## src/rtl/mc_switch_alloc.sv

```systemverilog
// Multicast connection allocator for an N-port crossbar.
// Grants an input all of its requested outputs at once (all-or-nothing),
// holds the connection until end-of-packet, arbitrates each free output
// round-robin, and lets a long-waiting input reserve outputs so it cannot
// be starved by a stream of smaller packets.
module mc_switch_alloc #(
  parameter int NUM_PORTS = 4,
  parameter int SEL_W     = $clog2(NUM_PORTS),
  parameter int MAX_WAIT  = 15
) (
  input  logic                         clk,
  input  logic                         rst_n,
  input  logic [NUM_PORTS-1:0]         req,
  input  logic [NUM_PORTS*NUM_PORTS-1:0] dst,
  input  logic [NUM_PORTS-1:0]         eop,
  output logic [NUM_PORTS-1:0]         grant,
  output logic [NUM_PORTS*SEL_W-1:0]   mux_sel,
  output logic [NUM_PORTS-1:0]         active,
  output logic [NUM_PORTS-1:0]         urgent
);

  localparam int WAIT_W = 8;

  logic [NUM_PORTS-1:0] grant_q, grant_d;
  logic [NUM_PORTS-1:0] active_q, active_d;
  logic [NUM_PORTS-1:0] urgent_q, urgent_d;
  logic [NUM_PORTS-1:0] mask_q [NUM_PORTS];
  logic [NUM_PORTS-1:0] mask_d [NUM_PORTS];
  logic [SEL_W-1:0]     sel_q  [NUM_PORTS];
  logic [SEL_W-1:0]     sel_d  [NUM_PORTS];
  logic [SEL_W-1:0]     ptr_q  [NUM_PORTS];
  logic [SEL_W-1:0]     ptr_d  [NUM_PORTS];
  logic [WAIT_W-1:0]    wait_q [NUM_PORTS];
  logic [WAIT_W-1:0]    wait_d [NUM_PORTS];

  logic [NUM_PORTS-1:0] dst_m    [NUM_PORTS];
  logic [NUM_PORTS-1:0] cand_s;
  logic                 urg_found_s;
  logic [SEL_W-1:0]     urg_idx_s;
  logic [NUM_PORTS-1:0] reserved_s;
  logic [NUM_PORTS-1:0] lwin_vld_s;
  logic [SEL_W-1:0]     lwin_idx_s [NUM_PORTS];
  logic [NUM_PORTS-1:0] win_s;

  // Unpack the flat destination bus into one mask per input.
  always_comb begin
    for (int i = 0; i < NUM_PORTS; i++) begin
      dst_m[i] = dst[i*NUM_PORTS +: NUM_PORTS];
    end
  end

  // Candidates, and the lowest-index urgent candidate with its reservation.
  always_comb begin
    cand_s      = '0;
    urg_found_s = 1'b0;
    urg_idx_s   = '0;
    reserved_s  = '0;
    for (int i = NUM_PORTS - 1; i >= 0; i--) begin
      cand_s[i] = req[i] & ~grant_q[i] & (dst_m[i] != '0);
      if (cand_s[i] && urgent_q[i]) begin
        urg_found_s = 1'b1;
        urg_idx_s   = SEL_W'(i);
      end else begin
        urg_found_s = urg_found_s;
      end
    end
    for (int o = 0; o < NUM_PORTS; o++) begin
      reserved_s[o] = urg_found_s & ~active_q[o] & dst_m[urg_idx_s][o];
    end
  end

  // Round-robin pick per free, unreserved output, starting at ptr and wrapping.
  always_comb begin
    int c;
    c          = 0;
    lwin_vld_s = '0;
    for (int o = 0; o < NUM_PORTS; o++) begin
      lwin_idx_s[o] = '0;
      for (int k = 0; k < NUM_PORTS; k++) begin
        c = int'(ptr_q[o]) + k;
        if (c >= NUM_PORTS) begin
          c = c - NUM_PORTS;
        end else begin
          c = c;
        end
        if (!lwin_vld_s[o] && !active_q[o] && !reserved_s[o] &&
            cand_s[c] && dst_m[c][o]) begin
          lwin_vld_s[o] = 1'b1;
          lwin_idx_s[o] = SEL_W'(c);
        end else begin
          lwin_vld_s[o] = lwin_vld_s[o];
        end
      end
    end
  end

  // All-or-nothing: an input wins only if every output in its mask is free
  // and was won locally or reserved by it.
  always_comb begin
    win_s = '0;
    for (int i = 0; i < NUM_PORTS; i++) begin
      win_s[i] = cand_s[i];
      for (int o = 0; o < NUM_PORTS; o++) begin
        if (dst_m[i][o] && !(!active_q[o] &&
            ((reserved_s[o] && urg_idx_s == SEL_W'(i)) ||
             (!reserved_s[o] && lwin_vld_s[o] && lwin_idx_s[o] == SEL_W'(i))))) begin
          win_s[i] = 1'b0;
        end else begin
          win_s[i] = win_s[i];
        end
      end
    end
  end

  // Next state: releases on eop, new connections on wins, pointers and wait counters.
  always_comb begin
    grant_d  = grant_q;
    active_d = active_q;
    urgent_d = '0;
    for (int i = 0; i < NUM_PORTS; i++) begin
      mask_d[i] = mask_q[i];
      sel_d[i]  = sel_q[i];
      ptr_d[i]  = ptr_q[i];
      wait_d[i] = wait_q[i];
    end
    for (int i = 0; i < NUM_PORTS; i++) begin
      if (grant_q[i] && eop[i]) begin
        grant_d[i] = 1'b0;
        mask_d[i]  = '0;
        for (int o = 0; o < NUM_PORTS; o++) begin
          if (mask_q[i][o]) begin
            active_d[o] = 1'b0;
            sel_d[o]    = '0;
          end else begin
            active_d[o] = active_d[o];
          end
        end
      end else if (win_s[i]) begin
        grant_d[i] = 1'b1;
        mask_d[i]  = dst_m[i];
        for (int o = 0; o < NUM_PORTS; o++) begin
          if (dst_m[i][o]) begin
            active_d[o] = 1'b1;
            sel_d[o]    = SEL_W'(i);
            ptr_d[o]    = SEL_W'((i + 1) % NUM_PORTS);
          end else begin
            active_d[o] = active_d[o];
          end
        end
      end else begin
        grant_d[i] = grant_d[i];
      end
      if (win_s[i]) begin
        wait_d[i] = '0;
      end else if (cand_s[i] && wait_q[i] != WAIT_W'(MAX_WAIT)) begin
        wait_d[i] = wait_q[i] + 8'd1;
      end else begin
        wait_d[i] = wait_q[i];
      end
      urgent_d[i] = (wait_d[i] == WAIT_W'(MAX_WAIT));
    end
  end

  // State registers; reset drops every connection immediately.
  always_ff @(posedge clk or negedge rst_n) begin
    if (!rst_n) begin
      grant_q  <= '0;
      active_q <= '0;
      urgent_q <= '0;
      for (int i = 0; i < NUM_PORTS; i++) begin
        mask_q[i] <= '0;
        sel_q[i]  <= '0;
        ptr_q[i]  <= '0;
        wait_q[i] <= '0;
      end
    end else begin
      grant_q  <= grant_d;
      active_q <= active_d;
      urgent_q <= urgent_d;
      for (int i = 0; i < NUM_PORTS; i++) begin
        mask_q[i] <= mask_d[i];
        sel_q[i]  <= sel_d[i];
        ptr_q[i]  <= ptr_d[i];
        wait_q[i] <= wait_d[i];
      end
    end
  end

  // Pack per-output selects onto the flat mux_sel bus.
  always_comb begin
    mux_sel = '0;
    for (int o = 0; o < NUM_PORTS; o++) begin
      mux_sel[o*SEL_W +: SEL_W] = sel_q[o];
    end
  end

  assign grant  = grant_q;
  assign active = active_q;
  assign urgent = urgent_q;

endmodule

```

## config.mk

```make
export PLATFORM = sky130hd
export DESIGN_NAME = mc_switch_alloc
export DESIGN_NICKNAME = d
export VERILOG_FILES = /design/src/rtl/mc_switch_alloc.sv
export SDC_FILE = /design/constraint.sdc
export NUM_CORES = 1
export LEC_CHECK = 0
export ABC_AREA = 1
export CORE_MARGIN = 5
export CORE_UTILIZATION = 40
export DETAILED_ROUTE_END_ITERATION = 10
export GPL_TIMING_DRIVEN = 0
export PLACE_DENSITY = 0.67
export SLEW_MARGIN = 20
export SYNTH_ARGS = -nofsm -noshare
export SYNTH_HDL_FRONTEND = slang
export SYNTH_SLANG_ARGS = --single-unit
```

## constraint.sdc

```tcl
create_clock -name clk -period 8.1 [get_ports clk]
set_input_delay 1.62 -clock clk [delete_from_list [all_inputs] [get_ports clk]]
set_output_delay 1.62 -clock clk [all_outputs]
set_load 0.02 [all_outputs]
```

==> impl_metrics.ini <==
[clock_network]
clk_pin_slew_ns = 0.06
postCtsSetupBuffers = 0
cts_tree = done
cts_buffer_depth = 2
cts.sinks = 76
post_cts_resized = 0
cts_max_level = 3
cts_hold_buf = 0
cts-buffers-inserted = 9
cts_root_buffer = clkbuf_16
clock_latency_ns = 0.34

[synth]
yosys-top-cells-count = 211 x nand2_1, 147 x inv_1, 105 x nor2_1, 88 x nand3_1, 76 x dfrtp_1
synth_seq_area_share = 0.3298
synth_area_leaders = dfrtp_1 33%, nand2_1 14%, inv_1 9.6%
synth.top_cell.area_share = 0.3298
synthXorXnorAreaFrac = 0.03797
ys.flop_type = dfrtp_1
synth-simple-area-share = 0.4190
synth_area_leader_cell = dfrtp_1
synth_cells = 856
yosys_warnings = 0
ys_types = 48
async_flop_share = 1.000
syn_nets = 886
synthAdderAreaFrac = 0.008679
synth-compound-area-share = 0.08809
synth_top_family_by_area = simple AND/OR/NAND/NOR gates
syn_area_per_cell_sq_um = 6.737
yosysMostFrequentCell = nand2_1
netlist_area_sq_um = 5767
synth_seq_cells = 76
synth_edf_count = 0
synth_mux_area_frac = 0.003471

[sta]
timing.setup.tns_ns = 0
report.final.hold_viol_count = 0
max_freq_mhz = 206.6
finalCritPeriodShare = 0.5975
worst_pin_slew_ns = 0.5369
min_period_ns = 4.840
setup_viol = 0
slew-limit-headroom = 0.6404
whs_ns = 0.5178
maxSlewViolCount = 0
rsz0062_at_grt = no
clock_skew_ns = 0.007336

[worst_setup_path]
reg2reg_to = mux_sel[3]$_DFF_PN0_
cpPeakStageDelay_ns = 0.64
cp_top_family = simple AND/OR/NAND/NOR gates
cp-endpoint = mux_sel[3]$_DFF_PN0_
arrival_ns = 5.07
crit_top_cell = nand2_1
worstSetupStartpoint = dst[0]
crit_cells = 24
worstPathMaxFanout = 9
r2r_slack_ns = 4.63
critPathCaptureType = flip-flop
timing.critical_path.buf_inv = 3
setup.worst_path.class = input pin to flip-flop
slowest_stage = clkdlybuf4s50_1
crit_path_start_kind = input pin
worst_ep_required_time_ns = 8.33
crit_chain = clkdlybuf4s50_1 -> nor2_1 -> nand2_2 -> nand3_4 -> nand2_4 -> inv_4 -> nand2_8 -> inv_4 -> nor2_8 -> nand2_4 -> nand3_4 -> o211ai_1 -> nand3_2 -> nor2_1 -> nor2_1 -> nand3_1 -> nand3_1 -> nand2_1 -> nor2_4 -> nand3_1 -> nand3b_1 -> nand2_1 -> nand2_1 -> nand2_1
reg2reg_depth = 24
r2r_start = grant[2]$_DFFE_PN0P_

[job]
cap_violations = 0

[floorplanning]
die_area_sq_um = 16920
pin_count = 46
dieWidth_microns = 130.1
core_area_sq_um = 13990
start_util = 0.4123
rows = 43
die_h_microns = 130.1

[power_and_ir_drop]
p_leak_uw = 0.003541
powerDensity_nw_per_um2 = 372.8
p_total_uw = 2541
max-vdd-ir-drop_mv = 0.1481

[layout]
final_layout_size_suffix_gt1_frac = 0.1057
final_area_sq_um = 6817
fin_nets = 943
antenna_cells = 0
fin_util = 0.4873
areaGrowthSynthToFinish_pct = 18.20

[drt]
drc = 0
drtIter0Drc = 450
wl_per_cell_microns = 14.30
drt_wl_total_microns = 15700
dr.pass1.iters = 5
vias = 5578
drtAntennaViolNets = 0
viasPerCell = 5.080

[placement]
dpl.hpwl_microns = 12060
portBuffers = 45
postPlaceCellArea_sq_um = 6467
gp_congestion = 0.9342

[grt]
grt_first_pass_wirelength_microns = 26020
grt_max_degree = 54
grt_pass1_vias = 5175
antenna_found_initial = 0
grt_overflow = 0
groute.usage.overall = 0.1937

[worst_hold_path]
min_path_cells = 2
hold_path_class = flip-flop to flip-flop

[run_status]
status = finished, final reports clean
[cell usage in the layout (no fill, tap or decap), types with 5 or more instances in the layout]
cell type        synthesis  routed
a21oi_1                 15      15
a31oi_1                  6       6
buf_2                    6       6
clkbuf_16                0       9
clkdlybuf4s50_1          0      44
dfrtp_1                 76      76
inv_1                  147     147
inv_2                    8       8
nand2_1                211     211
nand2_2                 17      17
nand2_4                  5       5
nand3_1                 88      88
nand3_2                  6       6
nand3b_1                 6       6
nand4_1                 24      24
nor2_1                 105     105
nor2_4                   9       9
nor3_1                  10      10
o211ai_1                 8       8
o21ai_0                 31      31
o22ai_1                  6       6
xor2_1                  21      21
[worst register-to-register path, delay by kind of cell, from the launching register on]
kind | cells | cell delay, ns
simple gates | 20 | 2.61
buf+inv | 4 | 0.36
flops | 1 | 0.41
[metrics by stage]
step / instances / setup slack (ns)
2_1_floorplan: 856 / 4.170
3_3_place_gp: 1081 / 2.691
3_5_place_dp: 1082 / 2.997
4_1_cts: 1098 / 3.350
5_1_grt: 1098 / 2.968
6_report: 1098 / 3.260
[how the worst min path moves through the flow]
stage / startpoint / endpoint / slack, ns
after global routing: mask_q[11]$_DFFE_PN0P_ / mask_q[11]$_DFFE_PN0P_ / 0.52
after global placement: mask_q[15]$_DFFE_PN0P_ / mask_q[15]$_DFFE_PN0P_ / 0.48
after floorplan: mask_q[11]$_DFFE_PN0P_ / mask_q[11]$_DFFE_PN0P_ / 0.47
final: mask_q[11]$_DFFE_PN0P_ / mask_q[11]$_DFFE_PN0P_ / 0.52
after detailed placement: mask_q[11]$_DFFE_PN0P_ / mask_q[11]$_DFFE_PN0P_ / 0.49
after CTS: mask_q[11]$_DFFE_PN0P_ / mask_q[11]$_DFFE_PN0P_ / 0.51
[state kept, by name, indices dropped and copies added, names as in the netlist]
| register | cells |
|---|---|
| mask_q | 16 |
| wait_q | 32 |
| urgent | 4 |
| mux_sel | 8 |
| grant | 4 |
| active | 4 |
| ptr_q | 8 |
[logic make-up after synthesis]
| kind of cell | count (synthesis) |
|---|---|
| AOI/OAI and AO/OA | 81 |
| xor gates and xnor gates | 25 |
| adders and majority gates | 4 |
| buffers and inverters | 167 |
| DFF | 76 |
| muxes | 2 |
| and+or+nand+nor | 501 |
[power breakdown]
part / leakage (uW) / internal (uW) / total, uW / switching, uW
Combinational: 0.00240 / 504 / 1410 / 908
Clock: 0.000166 / 303 / 472 / 169
Sequential: 0.000973 / 542 / 657 / 115
Total: 0.00354 / 1350 / 2540 / 1190
[routing by layer]
layer / GRT usage / up-vias / wire length, microns
met5: 0 / - / 0
met4: 0.04707 / 0 / 204
met3: 0.02988 / 20 / 961
met2: 0.3063 / 158 / 7213
met1: 0.2789 / 2554 / 7323
li1: - / 2846 / -
[cell type report]
cell class / instances / area, sq um
repair buffers: 46 / 475.5
fillers: 1401 / 7172
inverters: 160 / 610.6
plain buffers: 7 / 41.29
clock inverters: 7 / 123.9
well taps: 180 / 225.2
multi-input cells: 613 / 3213
clock buffers: 9 / 225.2
flip-flops and latches: 76 / 1902
Note: power is estimated with default switching activity, not from simulation.
